`config.mk`:
```
export PLATFORM = sky130hd
export DESIGN_NAME = sobel_window_sequencer_flat
export DESIGN_NICKNAME = d
export VERILOG_FILES = /design/src/rtl/sobel_pkg.sv /design/src/rtl/sobel_window_sequencer_if.sv /design/src/rtl/sobel_raster_counter.sv /design/src/rtl/sobel_window_sequencer.sv /design/src/flat_wrapper.sv
export SDC_FILE = /design/constraint.sdc
export NUM_CORES = 1
export LEC_CHECK = 0
export CAP_MARGIN = 20
export CORE_AREA = 8 8 106 60
export DETAILED_ROUTE_END_ITERATION = 12
export DIE_AREA = 0 0 114 68
export GPL_ROUTABILITY_DRIVEN = 0
export PLACE_DENSITY = 0.88
export SLEW_MARGIN = 20
export SYNTH_ARGS = -nofsm -noshare
export SYNTH_HDL_FRONTEND = slang
export SYNTH_SLANG_ARGS = --single-unit
```
`constraint.sdc`:
```
create_clock -name clk -period 2.8 [get_ports clk]
set_input_delay 0.28 -clock clk [delete_from_list [all_inputs] [get_ports clk]]
set_output_delay 0.28 -clock clk [all_outputs]
set_load 0.02 [all_outputs]
```
`src/rtl/sobel_pkg.sv`:
```
// Shared definitions for the Sobel frame sequencer and filter datapath:
// frame geometry defaults, controller state encoding, line-buffer rotation.
package sobel_pkg;

  localparam int N_DEFAULT = 720;
  localparam int M_DEFAULT = 1280;

  typedef enum logic [1:0] {
    IDLE   = 2'b00,
    PRIME  = 2'b01,
    STREAM = 2'b10,
    DONE   = 2'b11
  } state_t;

  // Three line buffers used as a ring: 0 -> 1 -> 2 -> 0.
  function automatic logic [1:0] lb_next(input logic [1:0] sel);
    return (sel == 2'd2) ? 2'd0 : sel + 2'd1;
  endfunction

endpackage

```
`src/rtl/sobel_window_sequencer_if.sv`:
```
// Control/handshake bundle between the window sequencer, its pixel source,
// the line buffers and the downstream convolution stage.
interface sobel_window_sequencer_if #(
  parameter int CW = $clog2(sobel_pkg::M_DEFAULT),
  parameter int RW = $clog2(sobel_pkg::N_DEFAULT)
);
  logic          start;
  logic          abort;
  logic          data_valid;
  logic          in_ready;
  logic          lb_wr_en;
  logic [1:0]    lb_wr_sel;
  logic [1:0]    lb_top_sel;
  logic [CW-1:0] lb_addr;
  logic          win_valid;
  logic [RW-1:0] win_row;
  logic [CW-1:0] win_col;
  logic          out_ready;
  logic          busy;
  logic          frame_done;

  modport slave (
    input  start, abort, data_valid, out_ready,
    output in_ready, lb_wr_en, lb_wr_sel, lb_top_sel, lb_addr,
           win_valid, win_row, win_col, busy, frame_done
  );

  modport master (
    output start, abort, data_valid, out_ready,
    input  in_ready, lb_wr_en, lb_wr_sel, lb_top_sel, lb_addr,
           win_valid, win_row, win_col, busy, frame_done
  );
endinterface

```
`src/rtl/sobel_raster_counter.sv`:
```
// Raster row/column position counter advanced once per accepted pixel;
// wraps at the end of each row and back to (0,0) at the end of the frame.
module sobel_raster_counter #(
  parameter int N  = 720,
  parameter int M  = 1280,
  parameter int CW = $clog2(M),
  parameter int RW = $clog2(N)
) (
  input  logic          clk,
  input  logic          rst_n,
  input  logic          clr,
  input  logic          en,
  output logic [RW-1:0] row,
  output logic [CW-1:0] col,
  output logic          row_end,
  output logic          frame_end
);

  logic [RW-1:0] row_q, row_d;
  logic [CW-1:0] col_q, col_d;

  assign row_end   = (col_q == CW'(M - 1));
  assign frame_end = row_end && (row_q == RW'(N - 1));

  always_comb begin
    row_d = row_q;
    col_d = col_q;
    if (clr) begin
      row_d = '0;
      col_d = '0;
    end else if (en) begin
      if (row_end) begin
        col_d = '0;
        row_d = frame_end ? '0 : row_q + RW'(1);
      end else begin
        col_d = col_q + CW'(1);
      end
    end
  end

  always_ff @(posedge clk or negedge rst_n) begin
    if (!rst_n) begin
      row_q <= '0;
      col_q <= '0;
    end else begin
      row_q <= row_d;
      col_q <= col_d;
    end
  end

  assign row = row_q;
  assign col = col_q;

endmodule

```
`src/rtl/sobel_window_sequencer.sv`:
```
// Frame controller for the Sobel datapath: primes two rows into the line buffers,
// then flags every pixel that completes a 3x3 window, honouring downstream back-pressure.
module sobel_window_sequencer
  import sobel_pkg::*;
#(
  parameter int N  = N_DEFAULT,
  parameter int M  = M_DEFAULT,
  parameter int CW = $clog2(M),
  parameter int RW = $clog2(N)
) (
  input  logic                     clk,
  input  logic                     rst_n,
  sobel_window_sequencer_if.slave  bus
);

  state_t        state_q, state_d;
  logic [1:0]    lb_wr_sel_q, lb_wr_sel_d;
  logic          win_valid_q, win_valid_d;
  logic [RW-1:0] win_row_q, win_row_d;
  logic [CW-1:0] win_col_q, win_col_d;
  logic          frame_done_q, frame_done_d;

  logic          in_ready;
  logic          xfer;
  logic          cnt_clr;
  logic [RW-1:0] row;
  logic [CW-1:0] col;
  logic          row_end;
  logic          frame_end;

  sobel_raster_counter #(.N(N), .M(M), .CW(CW), .RW(RW)) u_cnt (
    .clk       (clk),
    .rst_n     (rst_n),
    .clr       (cnt_clr),
    .en        (xfer),
    .row       (row),
    .col       (col),
    .row_end   (row_end),
    .frame_end (frame_end)
  );

  always_comb begin
    state_d      = state_q;
    lb_wr_sel_d  = lb_wr_sel_q;
    win_valid_d  = win_valid_q;
    win_row_d    = win_row_q;
    win_col_d    = win_col_q;
    frame_done_d = 1'b0;
    cnt_clr      = 1'b0;
    in_ready     = 1'b0;

    // A held window stalls the source, so a new window can only load when the old one leaves.
    unique case (state_q)
      PRIME:   in_ready = 1'b1;
      STREAM:  in_ready = ~(win_valid_q & ~bus.out_ready);
      default: in_ready = 1'b0;
    endcase
    xfer = bus.data_valid & in_ready;

    if (win_valid_q && bus.out_ready) begin
      win_valid_d = 1'b0;
      win_row_d   = '0;
      win_col_d   = '0;
    end
    if (xfer && (state_q == STREAM) && (col >= CW'(2))) begin
      win_valid_d = 1'b1;
      win_row_d   = row;
      win_col_d   = col;
    end
    if (xfer && row_end) lb_wr_sel_d = lb_next(lb_wr_sel_q);

    case (state_q)
      IDLE: if (bus.start) begin
        state_d     = PRIME;
        cnt_clr     = 1'b1;
        lb_wr_sel_d = 2'd0;
      end
      PRIME:  if (xfer && row_end && (row == RW'(1))) state_d = STREAM;
      STREAM: if (xfer && frame_end) state_d = DONE;
      DONE: if (!win_valid_q || bus.out_ready) begin
        frame_done_d = 1'b1;
        state_d      = IDLE;
      end
    endcase

    if (bus.abort) begin
      state_d      = IDLE;
      cnt_clr      = 1'b1;
      lb_wr_sel_d  = 2'd0;
      win_valid_d  = 1'b0;
      win_row_d    = '0;
      win_col_d    = '0;
      frame_done_d = 1'b0;
    end
  end

  always_ff @(posedge clk or negedge rst_n) begin
    if (!rst_n) begin
      state_q      <= IDLE;
      lb_wr_sel_q  <= 2'd0;
      win_valid_q  <= 1'b0;
      win_row_q    <= '0;
      win_col_q    <= '0;
      frame_done_q <= 1'b0;
    end else begin
      state_q      <= state_d;
      lb_wr_sel_q  <= lb_wr_sel_d;
      win_valid_q  <= win_valid_d;
      win_row_q    <= win_row_d;
      win_col_q    <= win_col_d;
      frame_done_q <= frame_done_d;
    end
  end

  assign bus.in_ready   = in_ready;
  assign bus.lb_wr_en   = xfer;
  assign bus.lb_wr_sel  = lb_wr_sel_q;
  assign bus.lb_top_sel = lb_next(lb_wr_sel_q);
  assign bus.lb_addr    = col;
  assign bus.win_valid  = win_valid_q;
  assign bus.win_row    = win_row_q;
  assign bus.win_col    = win_col_q;
  assign bus.busy       = (state_q != IDLE);
  assign bus.frame_done = frame_done_q;

endmodule

```
`src/flat_wrapper.sv`:
```
// flat-port wrapper written by rule: the top's interface ports become plain ports
module sobel_window_sequencer_flat import sobel_pkg::*;
#(
  parameter int N  = N_DEFAULT,
  parameter int M  = M_DEFAULT,
  parameter int CW = $clog2(M),
  parameter int RW = $clog2(N)
)
  (clk, rst_n, bus_start, bus_abort, bus_data_valid, bus_out_ready, bus_in_ready, bus_lb_wr_en, bus_lb_wr_sel, bus_lb_top_sel, bus_lb_addr, bus_win_valid, bus_win_row, bus_win_col, bus_busy, bus_frame_done);
  sobel_window_sequencer_if #(.CW(CW), .RW(RW)) bus_i ();
  input  logic clk;
  input  logic rst_n;
  input wire logic [$bits(bus_i.start)-1:0] bus_start;
  input wire logic [$bits(bus_i.abort)-1:0] bus_abort;
  input wire logic [$bits(bus_i.data_valid)-1:0] bus_data_valid;
  input wire logic [$bits(bus_i.out_ready)-1:0] bus_out_ready;
  output wire logic [$bits(bus_i.in_ready)-1:0] bus_in_ready;
  output wire logic [$bits(bus_i.lb_wr_en)-1:0] bus_lb_wr_en;
  output wire logic [$bits(bus_i.lb_wr_sel)-1:0] bus_lb_wr_sel;
  output wire logic [$bits(bus_i.lb_top_sel)-1:0] bus_lb_top_sel;
  output wire logic [$bits(bus_i.lb_addr)-1:0] bus_lb_addr;
  output wire logic [$bits(bus_i.win_valid)-1:0] bus_win_valid;
  output wire logic [$bits(bus_i.win_row)-1:0] bus_win_row;
  output wire logic [$bits(bus_i.win_col)-1:0] bus_win_col;
  output wire logic [$bits(bus_i.busy)-1:0] bus_busy;
  output wire logic [$bits(bus_i.frame_done)-1:0] bus_frame_done;
  assign bus_i.start = bus_start;
  assign bus_i.abort = bus_abort;
  assign bus_i.data_valid = bus_data_valid;
  assign bus_i.out_ready = bus_out_ready;
  assign bus_in_ready = bus_i.in_ready;
  assign bus_lb_wr_en = bus_i.lb_wr_en;
  assign bus_lb_wr_sel = bus_i.lb_wr_sel;
  assign bus_lb_top_sel = bus_i.lb_top_sel;
  assign bus_lb_addr = bus_i.lb_addr;
  assign bus_win_valid = bus_i.win_valid;
  assign bus_win_row = bus_i.win_row;
  assign bus_win_col = bus_i.win_col;
  assign bus_busy = bus_i.busy;
  assign bus_frame_done = bus_i.frame_done;
  sobel_window_sequencer #(.N(N), .M(M), .CW(CW), .RW(RW)) u_core (.clk(clk), .rst_n(rst_n), .bus(bus_i));
endmodule
```
==> summary.txt, run 1 <==
Status: finished, violations left
Failing checks: negative hold slack
Setup tns final: 0 ns
WHS: -0.0377 ns
Ports: 47
Fill cells: 438
CTS tree: built
Max cap viols: 0
Levels on crit path: 10
Synth area leaders: dfrtp_1 (51%), a22o_1 (7.9%), ha_1 (4.3%)
Reg2reg end: u_core.bus.win_row[0]
Simple-Gate Fraction of Synth Area: 0.197
Top cells by count, synth: dfrtp_1 (48), a22o_1 (21), nand2_1 (20), nor2_1 (19)
R2R Setup Slk: 0.22 ns
Hold Violations, Final: 48
Worst setup endpoint: u_core.bus.win_row[0]
Area share of fa/ha/maj cells after synthesis: 0.0429
Combinational family with the most area after synthesis: simple AND/OR/NAND/NOR gates
Relative slew slack: 0.502
CP max stage cell: nor2_1
Final ANT Viol Nets: 0
Upper clock frequency limit: 388 MHz
Pre-CTS setup slack: 0.237 ns
GR Overflow Total: 0
Hpwl dp: 4570 microns
Yosys warning count: 0
CTS Hold Buffers Added: 0
Postcts setup bufs: 0
Cell taking the most area after synthesis: dfrtp_1
Largest stage delay, worst path: 0.59 ns
Primary FF master, synth: dfrtp_1
# diodes: 0
Num rows: 19
Post-synth EDFFs: 0
Top-count cell post-synth: dfrtp_1
Max VDD drop: 266 uV
# port buffers: 46
Routed vias: 1960
Slew Viols, Final: 0
Syn Std Cell Area: 0.00233 sq mm
Post-synth ARST share: 1.00
Critical Path RT: 3.05 ns
DR pass1 iterations: 4
Period minus WS final: 2.58 ns
Initial Util: 0.463
Synth Area in XOR/XNOR: 0.0488
Mux contribution to synthesized area: 0.0129
Vias in the first global route: 1871
CP Class: register to register
Post-synthesis register bit count: 48
Die height: 68 microns
Endpoint class of the critical path: register
Crit path launch: u_core.state_q[0]
Post-CTS Resized: 0
Root buf cell: clkbuf_8
FF-to-FF path depth: 10
Placed Area: 0.00288 sq mm
CP Buf/Inv Count: 3
Routed wire length: 6160 microns
Final setup fails: 0
Skew final: 0.00609 ns
Clock-pin slew on the worst setup and hold paths: 0.09 ns
Delay-heaviest family, CP: simple AND/OR/NAND/NOR gates
Design Power: 1.60 mW
Core ar.: 0.00504 sq mm
H-tree depth: 2
Number of CTS-inserted buffers: 5
Die X: 114 microns
Design area: 0.00298 sq mm
Fin crit share: 0.921
Final Net Count: 286
Synth top area share: 0.515
Final WS setup: 0.222 ns
Share of layout cells above drive strength 1: 0.0952
Synth cell types: 41
Clk Latency, worst-skew pair: 0.32 ns
Clock buffer depth: 2
Worst slew pin tran: 0.747 ns
Pwr/cell area: 536 mW/mm^2
Global-route wire length before repair: 9910 microns
CP Cell Sequence: inv_1 -> ha_1 -> nand2_1 -> o21ai_2 -> nand2_2 -> inv_2 -> nand3_1 -> nor2_1 -> buf_4 -> a22o_1
Max FO, Critical Path: 11
Die Footprint: 0.00775 sq mm
Area grow syn2layout: 27.8%
Synth Area per Inst: 10.6 sq um
HP Class: input pin to asynchronous set/reset pin
Gr usage total: 0.167
Residual DRC: 0
Data arrival, critical path: 2.83 ns
Syn Inst Count: 221
Pin count of the biggest net entering global routing: 49
Compound-Gate Fraction of Synth Area: 0.153
Synth Net Count: 235
Vias per cell: 5.66
Sequential share of the synthesized area: 0.515
Leak: 1.33 nW
R2r startpoint: u_core.state_q[0]
Wire per inst: 17.8 microns
CTS Sinks: 48
1st-iter DRT viols: 167
Unrepaired setup endpoints after global routing: no
Startpoint Class: register
Antenna violations before repair: 0
==> report_power, final <==
part	internal, mW	switching [mW]	leakage [nW]
clock network	0.202	0.246	0.0516
logic	0.147	0.253	0.609
registers	0.714	0.0355	0.668
==> stage by stage <==
step	hold slack, ns	util	cells
after floorplan	-0.0156	-	221
after global placement	0.493	0.571	338
after detailed placement	0.497	0.571	338
after CTS	0.179	0.590	346
after global routing	0.0165	0.592	346
final	-0.0377	0.592	346
==> worst min-delay path by stage <==
stage,startpoint,endpoint,depth (start not counted)
floorplan,rst_n,u_core.bus.frame_done,0
global placement,u_core.bus.win_col[1],u_core.bus.win_col[1],1
detailed placement,u_core.bus.win_col[4],u_core.bus.win_col[4],1
CTS,rst_n,u_core.bus.win_col[8],1
global route,rst_n,u_core.bus.win_col[9],1
finish,rst_n,u_core.bus.win_col[1],1
==> registers in the layout (all words and copies together) (netlist names) <==
| register | count |
|---|---|
| u_core.bus.win_col | 11 |
| u_core.bus.lb_wr_sel | 2 |
| u_core.bus.win_row | 10 |
| u_core.u_cnt.col | 11 |
| u_core.u_cnt.row | 10 |
| u_core.state_q | 2 |
| u_core.bus.frame_done | 1 |
| u_core.bus.win_valid | 1 |
==> logic make-up (layout without fill, tap and decap cells) <==
logic type / count (synthesis) / count (layout)
and+or+nand+nor: 87 / 87
DFF: 48 / 48
AOI/OAI and AO/OA: 46 / 46
buffers and inverters: 16 / 68
xor gates and xnor gates: 13 / 13
adders and majority gates: 8 / 8
muxes: 3 / 3
==> worst register-to-register path, stage by stage, from the launching register on <==
cell     delay (ns)
dfrtp_1        0.43
inv_1          0.09
ha_1           0.32
nand2_1        0.07
o21ai_2        0.22
nand2_2        0.14
inv_2          0.08
nand3_1        0.13
nor2_1         0.59
buf_4          0.30
a22o_1         0.15
==> routing by layer <==
layer	track usage	part of all wire
met5	0	0
met1	0.231	0.47
met3	0.0572	0.11
met2	0.239	0.40
met4	0.0591	0.013
==> cell type report <==
cell class / instances / area [sq um] / area share
Timing Repair Buffer: 51 / 498 / 0.167
Tap cell: 73 / 91.3 / 0.0306
Sequential cell: 48 / 1200 / 0.403
Multi-Input combinational cell: 157 / 1060 / 0.356
Clock inverter: 2 / 13.8 / 0.00461
Inverter: 9 / 33.8 / 0.0113
Clock buffer: 6 / 82.6 / 0.0277
==> placed cells by master, fill, tap and decap left out, types with 2 or more instances in the layout <==
cell,netlist,final
o21a_1,2,2
mux2i_1,3,3
ha_1,8,8
o31ai_1,2,2
a21oi_1,10,10
nand3_1,10,10
inv_1,8,8
nand2_1,20,19
nor2_1,19,19
nor3_1,5,5
nor4_1,5,5
o21ai_0,4,4
dfrtp_1,48,48
xor2_1,7,7
nor2b_1,4,4
clkdlybuf4s50_1,0,44
a22o_1,21,21
buf_4,0,6
and3_1,4,4
clkbuf_8,0,6
nand4_1,4,4
nand2_2,1,2
xnor2_1,6,6
or3_1,6,6
Note: power is estimated with default switching activity, not from simulation.
==> run 2: changes to the inputs <==
Settings changed: CORE_AREA 8 8 106 60 to 8 8 110 62, DIE_AREA 0 0 114 68 to 0 0 118 70, PLACE_DENSITY 0.88 to 0.79.
Clock period 2.8 ns to 2.1 ns, I/O delays scaled along.
==> summary.txt, run 2 (synthesis gave the netlist of run 1 again) <==
Status: finished clean
Data arrival, critical path: 2.27 ns (-0.56 ns)
Slew Viols, Final: 0 (unchanged)
Met1 Track Usage GR: 0.227 (-0.00353)
Commonest cells after routing, fill and taps aside: dfrtp_1 (48), clkdlybuf4s50_1 (43), buf_4 (30), a22o_1 (21), nand2_1 (19)
Relative slew slack: 0.621 (+0.119)
Root buf cell: clkbuf_8
R2r startpoint: u_core.state_q[1]
CP Class: register to register
Pwr/cell area: 686 mW/mm^2 (+28%)
GR Overflow Total: 0 (unchanged)
Met3 Usage GRT: 0.0505 (-0.00670)
Residual DRC: 0 (unchanged)
Max FO, Critical Path: 8 (-3)
Largest stage delay, worst path: 0.36 ns (-0.23 ns)
Area grow syn2layout: 39.4%
Skew final: 0.00938 ns (+0.00329 ns)
WHS: 0.430 ns (+0.468 ns)
Clock-pin slew on the worst setup and hold paths: 0.09 ns (about the same)
CTS tree: built
FF-to-FF path depth: 9 (-1)
Period minus WS final: 2.09 ns (-0.492 ns)
Gr usage total: 0.155 (-0.0126)
Die X: 118 microns (+3.5%)
Final setup fails: 0 (unchanged)
Global-route wire length before repair: 10400 microns (+5.4%)
Fin crit share: 0.993 (+0.0725)
Fill cells: 436 (-0.46%)
Commonest non-fill, non-tap cell in the layout: dfrtp_1
Leak: 1.46 nW (+9.8%)
Antenna violations before repair: 0 (unchanged)
Share of layout cells above drive strength 1: 0.199 (+0.104)
R2R Setup Slk: 0.01 ns (-0.21 ns)
Unrepaired setup endpoints after global routing: yes
Vias per cell: 5.48 (-3.3%)
Final ANT Viol Nets: 0 (unchanged)
Ports: 47 (unchanged)
1st-iter DRT viols: 208 (+25%)
Routed wire length: 6640 microns (+7.7%)
Hpwl dp: 4940 microns (+8.1%)
Multi-input gate area: 0.00113 sq mm (+6.0%)
Delay-heaviest family, CP: simple AND/OR/NAND/NOR gates
Reg2reg end: u_core.bus.win_col[5]
Worst slew pin tran: 0.569 ns (-0.178 ns)
Design Power: 2.23 mW (+40%)
Upper clock frequency limit: 479 MHz (+24%)
# port buffers: 46 (unchanged)
Pin count of the biggest net entering global routing: 26 (-47%)
Die height: 70 microns (+2.9%)
CP Buf/Inv Count: 2 (-1)
Max VDD drop: 365 uV (+37%)
Vias in the first global route: 1973 (+5.5%)
HP Class: input pin to asynchronous set/reset pin
H-tree depth: 2 (unchanged)
Critical Path RT: 2.29 ns (-0.76 ns)
CP Cell Sequence: inv_1 -> ha_1 -> nand2_1 -> o21ai_4 -> nand2_4 -> inv_6 -> nand3_4 -> and3_4 -> a22o_1
# diodes: 0 (unchanged)
Startpoint Class: register
CTS Sinks: 48 (unchanged)
Clock buffer depth: 2 (unchanged)
Die Footprint: 0.00826 sq mm (+6.6%)
Routed vias: 2049 (+4.5%)
Hold Violations, Final: 0 (-100%)
Initial Util: 0.444 (-0.0189)
Max cap viols: 0 (unchanged)
Core ar.: 0.00525 sq mm (+4.2%)
Number of CTS-inserted buffers: 5 (unchanged)
Wire per inst: 17.7 microns (-0.34%)
Clk Latency, worst-skew pair: 0.30 ns (-0.02 ns)
Num rows: 19 (unchanged)
FF+latch area: 0.00120 sq mm (unchanged)
Final Net Count: 314 (+9.8%)
Met2 GRT Util: 0.210 (-0.0289)
Endpoint class of the critical path: register
CP max stage cell: dfrtp_1
DR pass1 iterations: 5 (+1)
Grt peak-use layer: met1
-- run 2: worst max path at each step --
stage,from,end,cells after the start
after floorplan,u_core.state_q[0],u_core.bus.win_col[3],10
after global placement,u_core.state_q[0],bus_lb_wr_en,7
after detailed placement,u_core.state_q[0],bus_lb_wr_en,7
after CTS,u_core.state_q[1],u_core.bus.win_col[5],9
after global routing,u_core.state_q[1],u_core.bus.win_col[5],9
final,u_core.state_q[1],u_core.bus.win_col[5],9
-- run 2: layer usage --
metal	share of wire	wire length, microns
met5	0	0
met4	0.0069	46
met3	0.12	774
met2	0.39	2610
met1	0.48	3210
-- run 2: what timing repair did --
action                                  in CTS  in global routing
cloned                                       0                  2
endpoints found under the hold margin       23                  0
endpoints found under the setup margin       3                 23
pin swaps                                    1                  3
resized for setup                            5                 10
buffers inserted                             0                  1
hold buffers                                 1                  0
-- run 2: area by class of cell --
type                       instances  area share
clock buffer                       5      0.0212
inverter                           9      0.0119
sequential                        48       0.369
clock inverter                     3     0.00731
multi-input combinational        159       0.346
tap                               73      0.0281
timing repair buffer              77       0.216
-- run 2: report_power, final --
group          switching (mW)  internal [mW]  leakage [nW]  total [mW]
Combinational           0.419          0.288         0.750       0.706
Sequential             0.0160          0.952         0.668       0.968
Clock                   0.320          0.236        0.0404       0.556
-- run 2: per-stage QoR --
| step | worst slack, ns | instances | utilization | setup TNS, ns | area, sq um |
|---|---|---|---|---|---|
| 3_5_place_dp | -0.0365 | 362 | 0.590 | -0.0555 | 3100 |
| 5_1_grt | -0.0487 | 374 | 0.619 | -0.744 | 3250 |
| 6_report | 0.0139 | 374 | 0.619 | 0 | 3250 |
| 4_1_cts | 0.0199 | 371 | 0.609 | 0 | 3200 |
| 3_3_place_gp | 0.0571 | 362 | 0.590 | 0 | 3100 |
| 2_1_floorplan | 0.00418 | 221 | - | 0 | 2370 |
